===== src/rtl/vpe_pkg.sv =====
// Shared constants and arithmetic helpers for the VPE requantization stage.
package vpe_pkg;

    localparam int unsigned PSUM_WIDTH_DEF  = 32;
    localparam int unsigned O_WIDTH_DEF     = 8;
    localparam int unsigned BATCH_SIZE_DEF  = 16;
    localparam int unsigned SHIFT_WIDTH_DEF = 5;
    localparam int unsigned ACC_W           = 64;
    localparam int unsigned STAT_W          = 16;

    typedef struct packed {
        logic signed [ACC_W-1:0] value;
        logic                    ovf;
    } sat_res_t;

    // Round half up, then arithmetic right shift.
    function automatic logic signed [ACC_W-1:0] round_shift(
        input logic signed [ACC_W-1:0] value,
        input int unsigned             shift
    );
        logic signed [ACC_W-1:0] biased;
        biased = value;
        if (shift != 0) begin
            biased = value + (64'sd1 <<< (shift - 1));
        end
        return biased >>> shift;
    endfunction

    // Clamp to a signed range of the given width and flag the clamp.
    function automatic sat_res_t sat_signed(
        input logic signed [ACC_W-1:0] value,
        input int unsigned             width
    );
        logic signed [ACC_W-1:0] hi;
        logic signed [ACC_W-1:0] lo;
        sat_res_t                r;
        hi = (64'sd1 <<< (width - 1)) - 64'sd1;
        lo = -hi - 64'sd1;
        r.ovf = 1'b1;
        if (value > hi) begin
            r.value = hi;
        end else if (value < lo) begin
            r.value = lo;
        end else begin
            r.value = value;
            r.ovf   = 1'b0;
        end
        return r;
    endfunction

endpackage


===== src/rtl/vpe_requant_stage_if.sv =====
// Input partial-sum stream and output requantized stream of the stage.
interface vpe_requant_stage_if
    import vpe_pkg::*;
#(
    parameter int unsigned PSUM_WIDTH = PSUM_WIDTH_DEF,
    parameter int unsigned O_WIDTH    = O_WIDTH_DEF,
    parameter int unsigned IDX_W      = $clog2(BATCH_SIZE_DEF)
);
    logic                  in_valid;
    logic                  in_ready;
    logic [PSUM_WIDTH-1:0] in_data;
    logic                  out_valid;
    logic                  out_ready;
    logic [O_WIDTH-1:0]    out_data;
    logic [IDX_W-1:0]      out_idx;

    modport master (
        output in_valid, in_data, out_ready,
        input  in_ready, out_valid, out_data, out_idx
    );

    modport slave (
        input  in_valid, in_data, out_ready,
        output in_ready, out_valid, out_data, out_idx
    );
endinterface


===== src/rtl/vpe_elastic_reg.sv =====
// Single valid/ready pipeline register with synchronous flush.
module vpe_elastic_reg #(
    parameter int unsigned WIDTH = 8
) (
    input  logic             clk,
    input  logic             rst_n,
    input  logic             flush,
    input  logic             in_valid,
    input  logic [WIDTH-1:0] in_data,
    output logic             in_ready_c,
    output logic             out_valid,
    output logic [WIDTH-1:0] out_data,
    input  logic             out_ready
);
    logic             valid_q, valid_d;
    logic [WIDTH-1:0] data_q,  data_d;

    assign in_ready_c = !valid_q || out_ready;
    assign out_valid  = valid_q;
    assign out_data   = data_q;

    // Load when the slot is free or draining; otherwise hold the payload.
    always_comb begin
        valid_d = valid_q;
        data_d  = data_q;
        if (flush) begin
            valid_d = 1'b0;
        end else if (in_ready_c) begin
            valid_d = in_valid;
            if (in_valid) begin
                data_d = in_data;
            end
        end
    end

    // Slot state register.
    always_ff @(posedge clk or negedge rst_n) begin
        if (!rst_n) begin
            valid_q <= 1'b0;
            data_q  <= '0;
        end else begin
            valid_q <= valid_d;
            data_q  <= data_d;
        end
    end
endmodule


===== src/rtl/vpe_requant_stage.sv =====
// Bias add, rounding shift, optional ReLU and saturation of the psum stream.
// Optional saturation counter enabled by defining VPE_REQUANT_STATS_EN.
module vpe_requant_stage
    import vpe_pkg::*;
#(
    parameter int unsigned PSUM_WIDTH  = PSUM_WIDTH_DEF,
    parameter int unsigned O_WIDTH     = O_WIDTH_DEF,
    parameter int unsigned BATCH_SIZE  = BATCH_SIZE_DEF,
    parameter int unsigned SHIFT_WIDTH = SHIFT_WIDTH_DEF
) (
    input  logic                          clk,
    input  logic                          rst_n,
    input  logic                          frame_clear,
    input  logic [SHIFT_WIDTH-1:0]        cfg_shift,
    input  logic                          cfg_relu_en,
    input  logic                          bias_wr_en,
    input  logic [$clog2(BATCH_SIZE)-1:0] bias_wr_idx,
    input  logic [PSUM_WIDTH-1:0]         bias_wr_data,
    vpe_requant_stage_if.slave            bus,
    output logic                          sat_flag,
    input  logic                          sat_clear,
    output logic [STAT_W-1:0]             sat_count
);
    localparam int unsigned IDX_W = $clog2(BATCH_SIZE);
    localparam int unsigned SUM_W = PSUM_WIDTH + 1;

    typedef struct packed {
        logic signed [SUM_W-1:0] sum;
        logic [IDX_W-1:0]        idx;
        logic [SHIFT_WIDTH-1:0]  shift;
        logic                    relu;
    } s1_t;

    typedef struct packed {
        logic [O_WIDTH-1:0] data;
        logic [IDX_W-1:0]   idx;
        logic               sat;
    } s2_t;

    logic [IDX_W-1:0]      idx_q, idx_d;
    logic [PSUM_WIDTH-1:0] bias_q [BATCH_SIZE];
    logic [PSUM_WIDTH-1:0] bias_d [BATCH_SIZE];
    logic                  sat_flag_q, sat_flag_d;

    s1_t  s1_in_c, s1_pl;
    s2_t  s2_in_c, s2_pl;
    logic s1_ready_c, s1_valid, s2_ready_c;
    logic accept_c, sat_evt_c;

    // Shift, clamp and saturate one stage-1 beat into the stage-2 payload.
    function automatic s2_t requant(input s1_t b);
        logic signed [ACC_W-1:0] shifted;
        sat_res_t                r;
        s2_t                     o;
        shifted = round_shift(ACC_W'($signed(b.sum)), 32'(b.shift));
        if (b.relu && shifted[ACC_W-1]) begin
            shifted = '0;
        end
        r      = sat_signed(shifted, O_WIDTH);
        o.data = O_WIDTH'(r.value);
        o.idx  = b.idx;
        o.sat  = r.ovf;
        return o;
    endfunction

    assign bus.in_ready = rst_n && !frame_clear && s1_ready_c;
    assign accept_c     = bus.in_valid && bus.in_ready;
    assign sat_evt_c    = bus.out_valid && bus.out_ready && s2_pl.sat;
    assign bus.out_data = s2_pl.data;
    assign bus.out_idx  = s2_pl.idx;
    assign sat_flag     = sat_flag_q;

    // Stage-1 payload: widened bias add plus the beat's own config snapshot.
    always_comb begin
        s1_in_c       = '0;
        s1_in_c.sum   = SUM_W'($signed(bus.in_data)) + SUM_W'($signed(bias_q[idx_q]));
        s1_in_c.idx   = idx_q;
        s1_in_c.shift = cfg_shift;
        s1_in_c.relu  = cfg_relu_en;
        s2_in_c       = requant(s1_pl);
    end

    vpe_elastic_reg #(.WIDTH($bits(s1_t))) u_s1 (
        .clk        (clk),
        .rst_n      (rst_n),
        .flush      (frame_clear),
        .in_valid   (bus.in_valid && !frame_clear),
        .in_data    (s1_in_c),
        .in_ready_c (s1_ready_c),
        .out_valid  (s1_valid),
        .out_data   (s1_pl),
        .out_ready  (s2_ready_c)
    );

    vpe_elastic_reg #(.WIDTH($bits(s2_t))) u_s2 (
        .clk        (clk),
        .rst_n      (rst_n),
        .flush      (frame_clear),
        .in_valid   (s1_valid),
        .in_data    (s2_in_c),
        .in_ready_c (s2_ready_c),
        .out_valid  (bus.out_valid),
        .out_data   (s2_pl),
        .out_ready  (bus.out_ready)
    );

    // Beat index, bias table and sticky saturation flag next state.
    always_comb begin
        idx_d      = idx_q;
        bias_d     = bias_q;
        sat_flag_d = sat_flag_q;
        if (frame_clear) begin
            idx_d = '0;
        end else if (accept_c) begin
            idx_d = (idx_q == IDX_W'(BATCH_SIZE - 1)) ? '0 : idx_q + IDX_W'(1);
        end
        if (bias_wr_en) begin
            bias_d[bias_wr_idx] = bias_wr_data;
        end
        if (sat_evt_c) begin
            sat_flag_d = 1'b1;
        end else if (sat_clear) begin
            sat_flag_d = 1'b0;
        end
    end

    // Index, bias and flag registers.
    always_ff @(posedge clk or negedge rst_n) begin
        if (!rst_n) begin
            idx_q      <= '0;
            sat_flag_q <= 1'b0;
            for (int i = 0; i < int'(BATCH_SIZE); i++) begin
                bias_q[i] <= '0;
            end
        end else begin
            idx_q      <= idx_d;
            sat_flag_q <= sat_flag_d;
            bias_q     <= bias_d;
        end
    end

`ifdef VPE_REQUANT_STATS_EN
    logic [STAT_W-1:0] sat_cnt_q, sat_cnt_d;

    // Saturating event counter; a clear coinciding with an event leaves 1.
    always_comb begin
        sat_cnt_d = sat_cnt_q;
        if (sat_evt_c) begin
            if (sat_clear) begin
                sat_cnt_d = STAT_W'(1);
            end else if (sat_cnt_q != '1) begin
                sat_cnt_d = sat_cnt_q + STAT_W'(1);
            end
        end else if (sat_clear) begin
            sat_cnt_d = '0;
        end
    end

    // Counter register.
    always_ff @(posedge clk or negedge rst_n) begin
        if (!rst_n) begin
            sat_cnt_q <= '0;
        end else begin
            sat_cnt_q <= sat_cnt_d;
        end
    end

    assign sat_count = sat_cnt_q;
`else
    assign sat_count = '0;
`endif
endmodule


===== src/flat_wrapper.sv =====
// flat-port wrapper written by rule: the top's interface ports become plain ports
module vpe_requant_stage_flat import vpe_pkg::*;
#(
    parameter int unsigned PSUM_WIDTH  = PSUM_WIDTH_DEF,
    parameter int unsigned O_WIDTH     = O_WIDTH_DEF,
    parameter int unsigned BATCH_SIZE  = BATCH_SIZE_DEF,
    parameter int unsigned SHIFT_WIDTH = SHIFT_WIDTH_DEF
)
  (clk, rst_n, frame_clear, cfg_shift, cfg_relu_en, bias_wr_en, bias_wr_idx, bias_wr_data, sat_flag, sat_clear, sat_count, bus_in_valid, bus_in_data, bus_out_ready, bus_in_ready, bus_out_valid, bus_out_data, bus_out_idx);
  vpe_requant_stage_if #(.PSUM_WIDTH(PSUM_WIDTH), .O_WIDTH(O_WIDTH), .IDX_W((4))) bus_i ();
  input  logic clk;
  input  logic rst_n;
  input  logic frame_clear;
  input  logic [SHIFT_WIDTH-1:0] cfg_shift;
  input  logic cfg_relu_en;
  input  logic bias_wr_en;
  input  logic [$clog2(BATCH_SIZE)-1:0] bias_wr_idx;
  input  logic [PSUM_WIDTH-1:0] bias_wr_data;
  output logic sat_flag;
  input  logic sat_clear;
  output logic [STAT_W-1:0] sat_count;
  input wire logic [$bits(bus_i.in_valid)-1:0] bus_in_valid;
  input wire logic [$bits(bus_i.in_data)-1:0] bus_in_data;
  input wire logic [$bits(bus_i.out_ready)-1:0] bus_out_ready;
  output wire logic [$bits(bus_i.in_ready)-1:0] bus_in_ready;
  output wire logic [$bits(bus_i.out_valid)-1:0] bus_out_valid;
  output wire logic [$bits(bus_i.out_data)-1:0] bus_out_data;
  output wire logic [$bits(bus_i.out_idx)-1:0] bus_out_idx;
  assign bus_i.in_valid = bus_in_valid;
  assign bus_i.in_data = bus_in_data;
  assign bus_i.out_ready = bus_out_ready;
  assign bus_in_ready = bus_i.in_ready;
  assign bus_out_valid = bus_i.out_valid;
  assign bus_out_data = bus_i.out_data;
  assign bus_out_idx = bus_i.out_idx;
  vpe_requant_stage #(.PSUM_WIDTH(PSUM_WIDTH), .O_WIDTH(O_WIDTH), .BATCH_SIZE(BATCH_SIZE), .SHIFT_WIDTH(SHIFT_WIDTH)) u_core (.clk(clk), .rst_n(rst_n), .frame_clear(frame_clear), .cfg_shift(cfg_shift), .cfg_relu_en(cfg_relu_en), .bias_wr_en(bias_wr_en), .bias_wr_idx(bias_wr_idx), .bias_wr_data(bias_wr_data), .bus(bus_i), .sat_flag(sat_flag), .sat_clear(sat_clear), .sat_count(sat_count));
endmodule

===== config.mk =====
export PLATFORM = sky130hd
export DESIGN_NAME = vpe_requant_stage_flat
export DESIGN_NICKNAME = d
export VERILOG_FILES = /design/src/rtl/vpe_pkg.sv /design/src/rtl/vpe_requant_stage_if.sv /design/src/rtl/vpe_elastic_reg.sv /design/src/rtl/vpe_requant_stage.sv /design/src/flat_wrapper.sv
export SDC_FILE = /design/constraint.sdc
export NUM_CORES = 1
export LEC_CHECK = 0
export BUFFER_PORTS_ARGS = -buffer_cell sky130_fd_sc_hd__buf_4
export CAP_MARGIN = 5
export CORE_ASPECT_RATIO = 1.5
export CORE_MARGIN = 3
export CORE_UTILIZATION = 45
export DETAILED_ROUTE_END_ITERATION = 6
export PLACE_DENSITY_LB_ADDON = 0.15
export SLEW_MARGIN = 30
export SYNTH_ARGS = -nofsm -noshare
export SYNTH_HDL_FRONTEND = slang
export SYNTH_SLANG_ARGS = --single-unit

===== constraint.sdc =====
create_clock -name clk -period 8.8 [get_ports clk]
set_input_delay 0 -clock clk [delete_from_list [all_inputs] [get_ports clk]]
set_output_delay 0 -clock clk [all_outputs]
set_load 0.01 [all_outputs]

==> flow_summary.yaml, run 1 <==
synthesis:
  postSynthCellCount: 3609
  synthTopCellsByArea: "dfrtp_1 37%, mux2_2 16%, mux4_2 11%"
  syn_area_mm2: 0.0388
  synth.avg_cell_area_um2: 10.7
  ys_warn_count: 0
  synth-main-ff-cell: "dfrtp_1"
  ys_ff_latch: 575
  netlist.area_leader.share: 0.371
  yosysTopAreaCell: "dfrtp_1"
  synth-edff-count: 0
  async_flop_share: 1.00
  yosysUniqueCellTypes: 111
  ys_seq_area_frac: 0.371
critical_path:
  critPathMaxFanout: 36
  end_kind: "register"
  worst_setup_path_start_kind: "register"
  worst-setup-path-type: "reg -> reg"
  required_ps: 9390
  crit_arrival_ps: 8690
worst_hold_path:
  worstHoldPathType: "in -> reg"
floorplanning:
  num_rows: 131
  core_mm2: 0.0852
  die-width_um: 246
  initial_utilization: 0.455
  fp.dieH_um: 365
  ios: 112
  dieArea_mm2: 0.0898
drt:
  post-route-drc-count: 0
  wire_per_inst_um: 30.7
  drtAntennaViolNets: 0
  vias_per_cell: 6.56
  drt-initial-drc-count: 2468
  routed_wl_um: 150000
  vias: 32000
  dr.pass1.iters: 6
timing:
  finalCritPeriodShare: 0.920
  fin_setup_tns_ps: 0
  slew_violations: 0
  rsz0062_at_grt: "false"
  timing.fmax_mhz: 123
  slew-limit-headroom: 0.237
  period_needed_ps: 8100
  finalHoldViolations: 0
  worst_clock_skew_ps: 76.9
  setup-violations-final: 0
  worstMarginPinSlew_ps: 1150
global_route:
  antenna_found_initial: 8
  grt_max_degree: 185
  grt_pass1_wl_um: 218000
  grt_use_total: 0.331
  grt-ovfl-total: 0
  grt_pass1_vias: 32200
final_layout:
  fin_cells: 4873
  fillers: 7878
  drive_above_1_share: 0.303
  finish.net_count: 3876
  layout_commonest_cell: "dfrtp_1"
  ff_latch_area_mm2: 0.0144
  area_growth_pct: 12.5
  final_cell_mix: "566 x dfrtp_1, 544 x mux2_2, 266 x nand2_1, 223 x nor2_1, 198 x buf_4"
  multiInputGateArea_mm2: 0.0232
run:
  max_cap_viol_count: 0
pwr:
  cellLeakagePower_nw: 18.0
  powerDensity_mw_per_mm2: 273
  ir_drop_mv: 0.181
run_status:
  outcome: "completed"
place:
  dpl.cell_count: 4681
  place_congestion: 1.00
  dp_hpwl_um: 104000
  io_buffers: 95
clock_tree:
  cts_tree: "yes"
  root_buffer: "clkbuf_16"
  cts_buffers: 56
  clk_path_buf_depth: 3
  cts_setup_buffers: 0
  cts.sinks: 575
  cts-htree-levels: 2
  clk_latency_ps: 670
  cts.clk_slew.worst_paths_ps: 80
## metrics by stage
stage	total power [mW]	cell area [um2]	worst slack [ps]	util	hold WS [ps]
3_3_place_gp	8.98	40700	1220	0.478	-2.88
3_5_place_dp	9.01	40700	1160	0.478	0.102
6_report	11.9	43600	700	0.512	20.7
2_1_floorplan	7.20	38900	754	-	-296
5_1_grt	12.4	43600	582	0.512	52.1
4_1_cts	11.6	43500	1190	0.510	3.96
## cells by family (layout without fill, tap and decap cells)
logic type                 after synthesis  in the layout  synth area share
and+or+nand+nor                        925            925             0.118
muxes                                  781            781             0.279
AOI/OAI and AO/OA                      831            831             0.150
adders and majority gates               99             99            0.0323
buffers and inverters                  341            425            0.0373
xor gates and xnor gates                56             56            0.0127
DFF                                    575            575             0.371
other                                    1             51         0.0000967
## worst paths after layout
check / depth (start not counted) / slack (ps) / start / endpoint
worst max register to register: 22 / 700 / u_core.u_s1.out_data[3] / u_core.u_s2.out_data[5]
max in group asynchronous: 5 / 6780 / rst_n / u_core.bias_q[442]
worst max-delay path: 22 / 700 / u_core.u_s1.out_data[3] / u_core.u_s2.out_data[5]
worst min register to register: 1 / 490 / u_core.u_s2.out_data[12] / u_core.u_s2.out_data[12]
min in group asynchronous: 4 / 500 / rst_n / u_core.u_s2.out_data[12]
worst min-delay path: 4 / 20 / bus_in_data[21] / u_core.u_s1.out_data[31]
## area by class of cell
class                   instances  share of cell area
multi-input cells            2739               0.533
clock buffers                  82              0.0369
inverters                      36             0.00310
diodes                          4            0.000230
clock inverters                19             0.00720
well taps                    1130              0.0324
repair buffers                288              0.0566
flip-flops and latches        575               0.330
## synthesized netlist by cell type, drive strengths merged (38+ instances only)
cell and number:
a211oi 56, nor3 73, mux4 185, clkbuf 178, o211ai 50, nand3 62, a21oi 174, dfrtp 575
nand2 270, ha 97, nand4 63, o21ai 169, buf 127, mux2 544, mux2i 52, and3 38
a21o 39, nor2 234
## power breakdown
group,switching (mW),internal (mW)
clock,1.07,1.45
sequential,0.434,3.27
combinational,3.46,2.23
total,4.97,6.95
## registers in the layout (all words and copies together), names as in the netlist
name,count
u_core.bias_q,512
u_core.u_s1.out_data,43
u_core.sat_flag,1
u_core.idx_q,4
u_core.u_s2.out_valid,1
u_core.u_s2.out_data,13
u_core.u_s1.out_valid,1
## worst max-delay path, cell delays in order, from the launching register on
cell      delay, ps
dfrtp_2         500
buf_4           470
nor2_1          130
a22oi_1         720
nor2_1          200
ha_1            430
a21oi_1         120
o221ai_2        270
a21oi_1         110
buf_4           170
o31ai_1         630
a221oi_1        230
xnor2_1         510
o221a_2         430
a21boi_0        220
a32oi_1         840
nand3_1         180
a221oi_1        550
nand4_1         260
nor4_4          380
nand4_4         200
a221oi_2        280
o22a_1          150
## routing by layer
layer / GRT usage / vias up / wire length [um]
li1: - / 14000 / -
met1: 0.376 / 16200 / 55200
met2: 0.554 / 1282 / 72700
met4: 0.235 / 8 / 12500
met3: 0.0703 / 503 / 9160
met5: 0 / - / 57
## timing repair
item,4_1_cts,5_1_grt
hold buffers,84,0
resized for setup,0,0
hold endpoints to repair,616,0
endpoints found under the setup margin,0,0
Power figures use the tool's default switching activity.
==> run 2: changes to the inputs <==
--- a/config.mk
+++ b/config.mk
@@ -15,4 +15,5 @@
 export SLEW_MARGIN = 30
 export SYNTH_ARGS = -nofsm -noshare
 export SYNTH_HDL_FRONTEND = slang
+export SYNTH_HIERARCHICAL = 1
 export SYNTH_SLANG_ARGS = --single-unit
==> flow_summary.yaml, run 2 <==
synthesis:
  syn_area_mm2: 0.0393
  ys_seq_area_frac: 0.367
  postSynthCellCount: 3907
  ys_top_cells_by_count: "610 x mux2_2, 575 x dfrtp_1, 298 x nand2_1"
  synthTopCellsByArea: "dfrtp_1 37%, mux2_2 17%, mux4_2 4.1%"
  yosysTopAreaCell: "dfrtp_1"
  ys_warn_count: 6
  async_flop_share: 1.00
  synth-edff-count: 0
  yosysUniqueCellTypes: 111
  netlist.area_leader.share: 0.367
  synth-main-ff-cell: "dfrtp_1"
  synth.most_common_cell: "mux2_2"
  synth.avg_cell_area_um2: 10.0
  ys_ff_latch: 575
place:
  io_buffers: 95
  place_congestion: 1.03
  dp_hpwl_um: 109000
  pre_cts_ws_ps: 964
drt:
  vias: 33800
  wire_per_inst_um: 29.8
  vias_per_cell: 6.50
  post-route-drc-count: 1
  drt-initial-drc-count: 2764
  drtAntennaViolNets: 0
  routed_wl_um: 155000
  dr.pass1.iters: 7
final_layout:
  layout_commonest_cell: "mux2_2"
  largest_reg_flops: 512
  drive_above_1_share: 0.279
  multiInputGateArea_mm2: 0.0237
  final_cell_mix: "610 x mux2_2, 566 x dfrtp_1, 297 x nand2_1, 257 x nor2_1, 247 x buf_4"
  regMostFlops: "u_core/bias_q"
  ff_latch_area_mm2: 0.0144
  area_growth_pct: 12.0
  finish.net_count: 4194
  fillers: 8010
timing:
  period_needed_ps: 8350
  setup-violations-final: 0
  rsz0062_at_grt: "false"
  layout_setup_ws_ps: 448
  worstMarginPinSlew_ps: 1080
  worst_clock_skew_ps: 15.8
  finalCritPeriodShare: 0.949
  slew-limit-headroom: 0.276
  slew_violations: 0
  finalHoldViolations: 0
  fin_setup_tns_ps: 0
  timing.fmax_mhz: 120
clock_tree:
  clk_latency_ps: 610
  clk_path_buf_depth: 3
  cts_tree: "yes"
  root_buffer: "clkbuf_16"
  cts_setup_buffers: 0
  cts.sinks: 575
  cts.clk_slew.worst_paths_ps: 60
  cts_buffers: 51
  cts-htree-levels: 2
run:
  max_cap_viol_count: 0
global_route:
  grt_util_met2: 0.572
  grt-ovfl-total: 0
  grt_max_degree: 171
  antenna_found_initial: 16
  grt_pass1_wl_um: 227000
  grt_use_total: 0.338
  grt_util_met3: 0.0696
  busiest_layer: "met2"
  grtUsageMet1: 0.365
  grt_pass1_vias: 34100
critical_path:
  crit_arrival_ps: 8890
  crit_top_cell: "o21ai_1"
  critical-path-top-delay-family: "compound AO/OA/AOI/OAI gates"
  end_kind: "register"
  slowest_stage: "a21oi_1"
  crit-reg2reg-capture: "u_core/u_s2/out_data[9]"
  worst_setup_path_start_kind: "register"
  slowest_delay_ps: 640
  required_ps: 9340
  reg2regPathDepth: 28
  worst-setup-path-type: "reg -> reg"
  critPathMaxFanout: 13
  critPathBufInv: 4
  rr_startpoint: "u_core/u_s1/out_data[2]"
  r2r_slack_ps: 450
pwr:
  powerDensity_mw_per_mm2: 316
  p_sw_mw: 6.47
  swShare: 0.465
  p_int_mw: 7.44
  power_frac_clock: 0.166
  seqPwrFrac: 0.269
  power_mw: 13.9
  ir_drop_mv: 0.185
  cellLeakagePower_nw: 18.1
  combPwrFrac: 0.565
worst_hold_path:
  min_to: "u_core/u_s1/out_data[16]"
  worstHoldPathType: "in -> reg"
  hold_path.startpoint: "bus_in_data[6]"
  min_path_cells: 4
floorplanning:
  num_rows: 132
  initial_utilization: 0.454
  die-width_um: 247
  fp.dieH_um: 368
  core_mm2: 0.0864
  ios: 112
  dieArea_mm2: 0.0909
run_status:
  violations: "DRC"
  outcome: "finished with violations"
-- run 2: cell types whose count changed after synthesis, moves of 30 or more --
cell and delta:
a21oi_1 +44, a221oi_1 +38, a22oi_1 +38, mux2_2 +66, mux2i_1 +98, mux4_2 -113
nand2_1 +30, nand3_1 +35, nor2_1 +35, o21ai_0 +38
-- run 2: layer usage --
layer	routed length, um	part of all wire
met5	101	0.00065
met1	55200	0.36
met3	8900	0.057
met4	15100	0.097
met2	75800	0.49
-- run 2: cell families (layout without fill, tap and decap cells) --
family / after synthesis / count (layout) / share of synthesized area
adders and majority gates: 99 / 99 / 0.0319
and+or+nand+nor: 1025 / 1025 / 0.126
xor gates and xnor gates: 41 / 41 / 0.00915
other: 1 / 51 / 0.0000955
buffers and inverters: 344 / 448 / 0.0384
AOI/OAI and AO/OA: 990 / 990 / 0.174
muxes: 832 / 832 / 0.255
DFF: 575 / 575 / 0.367
-- run 2: worst max-delay path by stage --
| stage | from | to | slack [ps] | cells after the start |
|---|---|---|---|---|
| finish | u_core/u_s1/out_data[2] | u_core/u_s2/out_data[9] | 450 | 28 |
| global route | u_core/u_s1/out_data[2] | u_core/u_s2/out_data[9] | 150 | 26 |
| CTS | u_core/u_s1/out_data[2] | u_core/u_s2/out_data[5] | 890 | 28 |
| detailed placement | u_core/u_s1/out_data[2] | u_core/u_s2/out_data[9] | 960 | 28 |
| global placement | u_core/u_s1/out_data[2] | u_core/u_s2/out_data[6] | 710 | 28 |
| floorplan | u_core/u_s1/out_data[2] | u_core/u_s2/out_data[0] | 1840 | 31 |
-- run 2: metrics by stage --
stage | std cells | util | cell area (um2) | hold slack (ps)
finish | 5200 | 0.509 | 44000 | 25.0
global route | 5199 | 0.509 | 44000 | 54.7
CTS | 5194 | 0.508 | 43900 | 4.18
detailed placement | 5038 | 0.481 | 41500 | 120
global placement | 5037 | 0.481 | 41500 | 123
floorplan | 3953 | - | 39400 | -296
-- run 2: layout make-up --
cell class / instances / share of cell area
diodes: 4 / 0.000228
clock buffers: 73 / 0.0336
clock inverters: 23 / 0.00555
inverters: 38 / 0.00324
multi-input cells: 3034 / 0.538
flip-flops and latches: 575 / 0.328
well taps: 1139 / 0.0324
repair buffers: 314 / 0.0589
-- run 2: repair_timing --
item,4_1_cts,5_1_grt
gates resized for setup,0,1
hold endpoints to repair,661,0
hold buffers,60,0
setup endpoints to repair,0,2
-- run 2: tightest hold or removal path, delay by kind of cell --
kind	cells	cell delay, ps
muxes	1	150
buffers and inverters	1	90
xor gates and xnor gates	1	150
adders and majority gates	1	200
-- run 2: power by group through the flow --
stage	clock network [mW]	logic, mW	registers, mW
2_1_floorplan	0	4.71	3.61
3_3_place_gp	0	7.34	3.76
3_5_place_dp	0	7.32	3.78
4_1_cts	2.37	7.37	3.73
5_1_grt	2.46	8.26	3.82
6_report	2.31	7.85	3.75
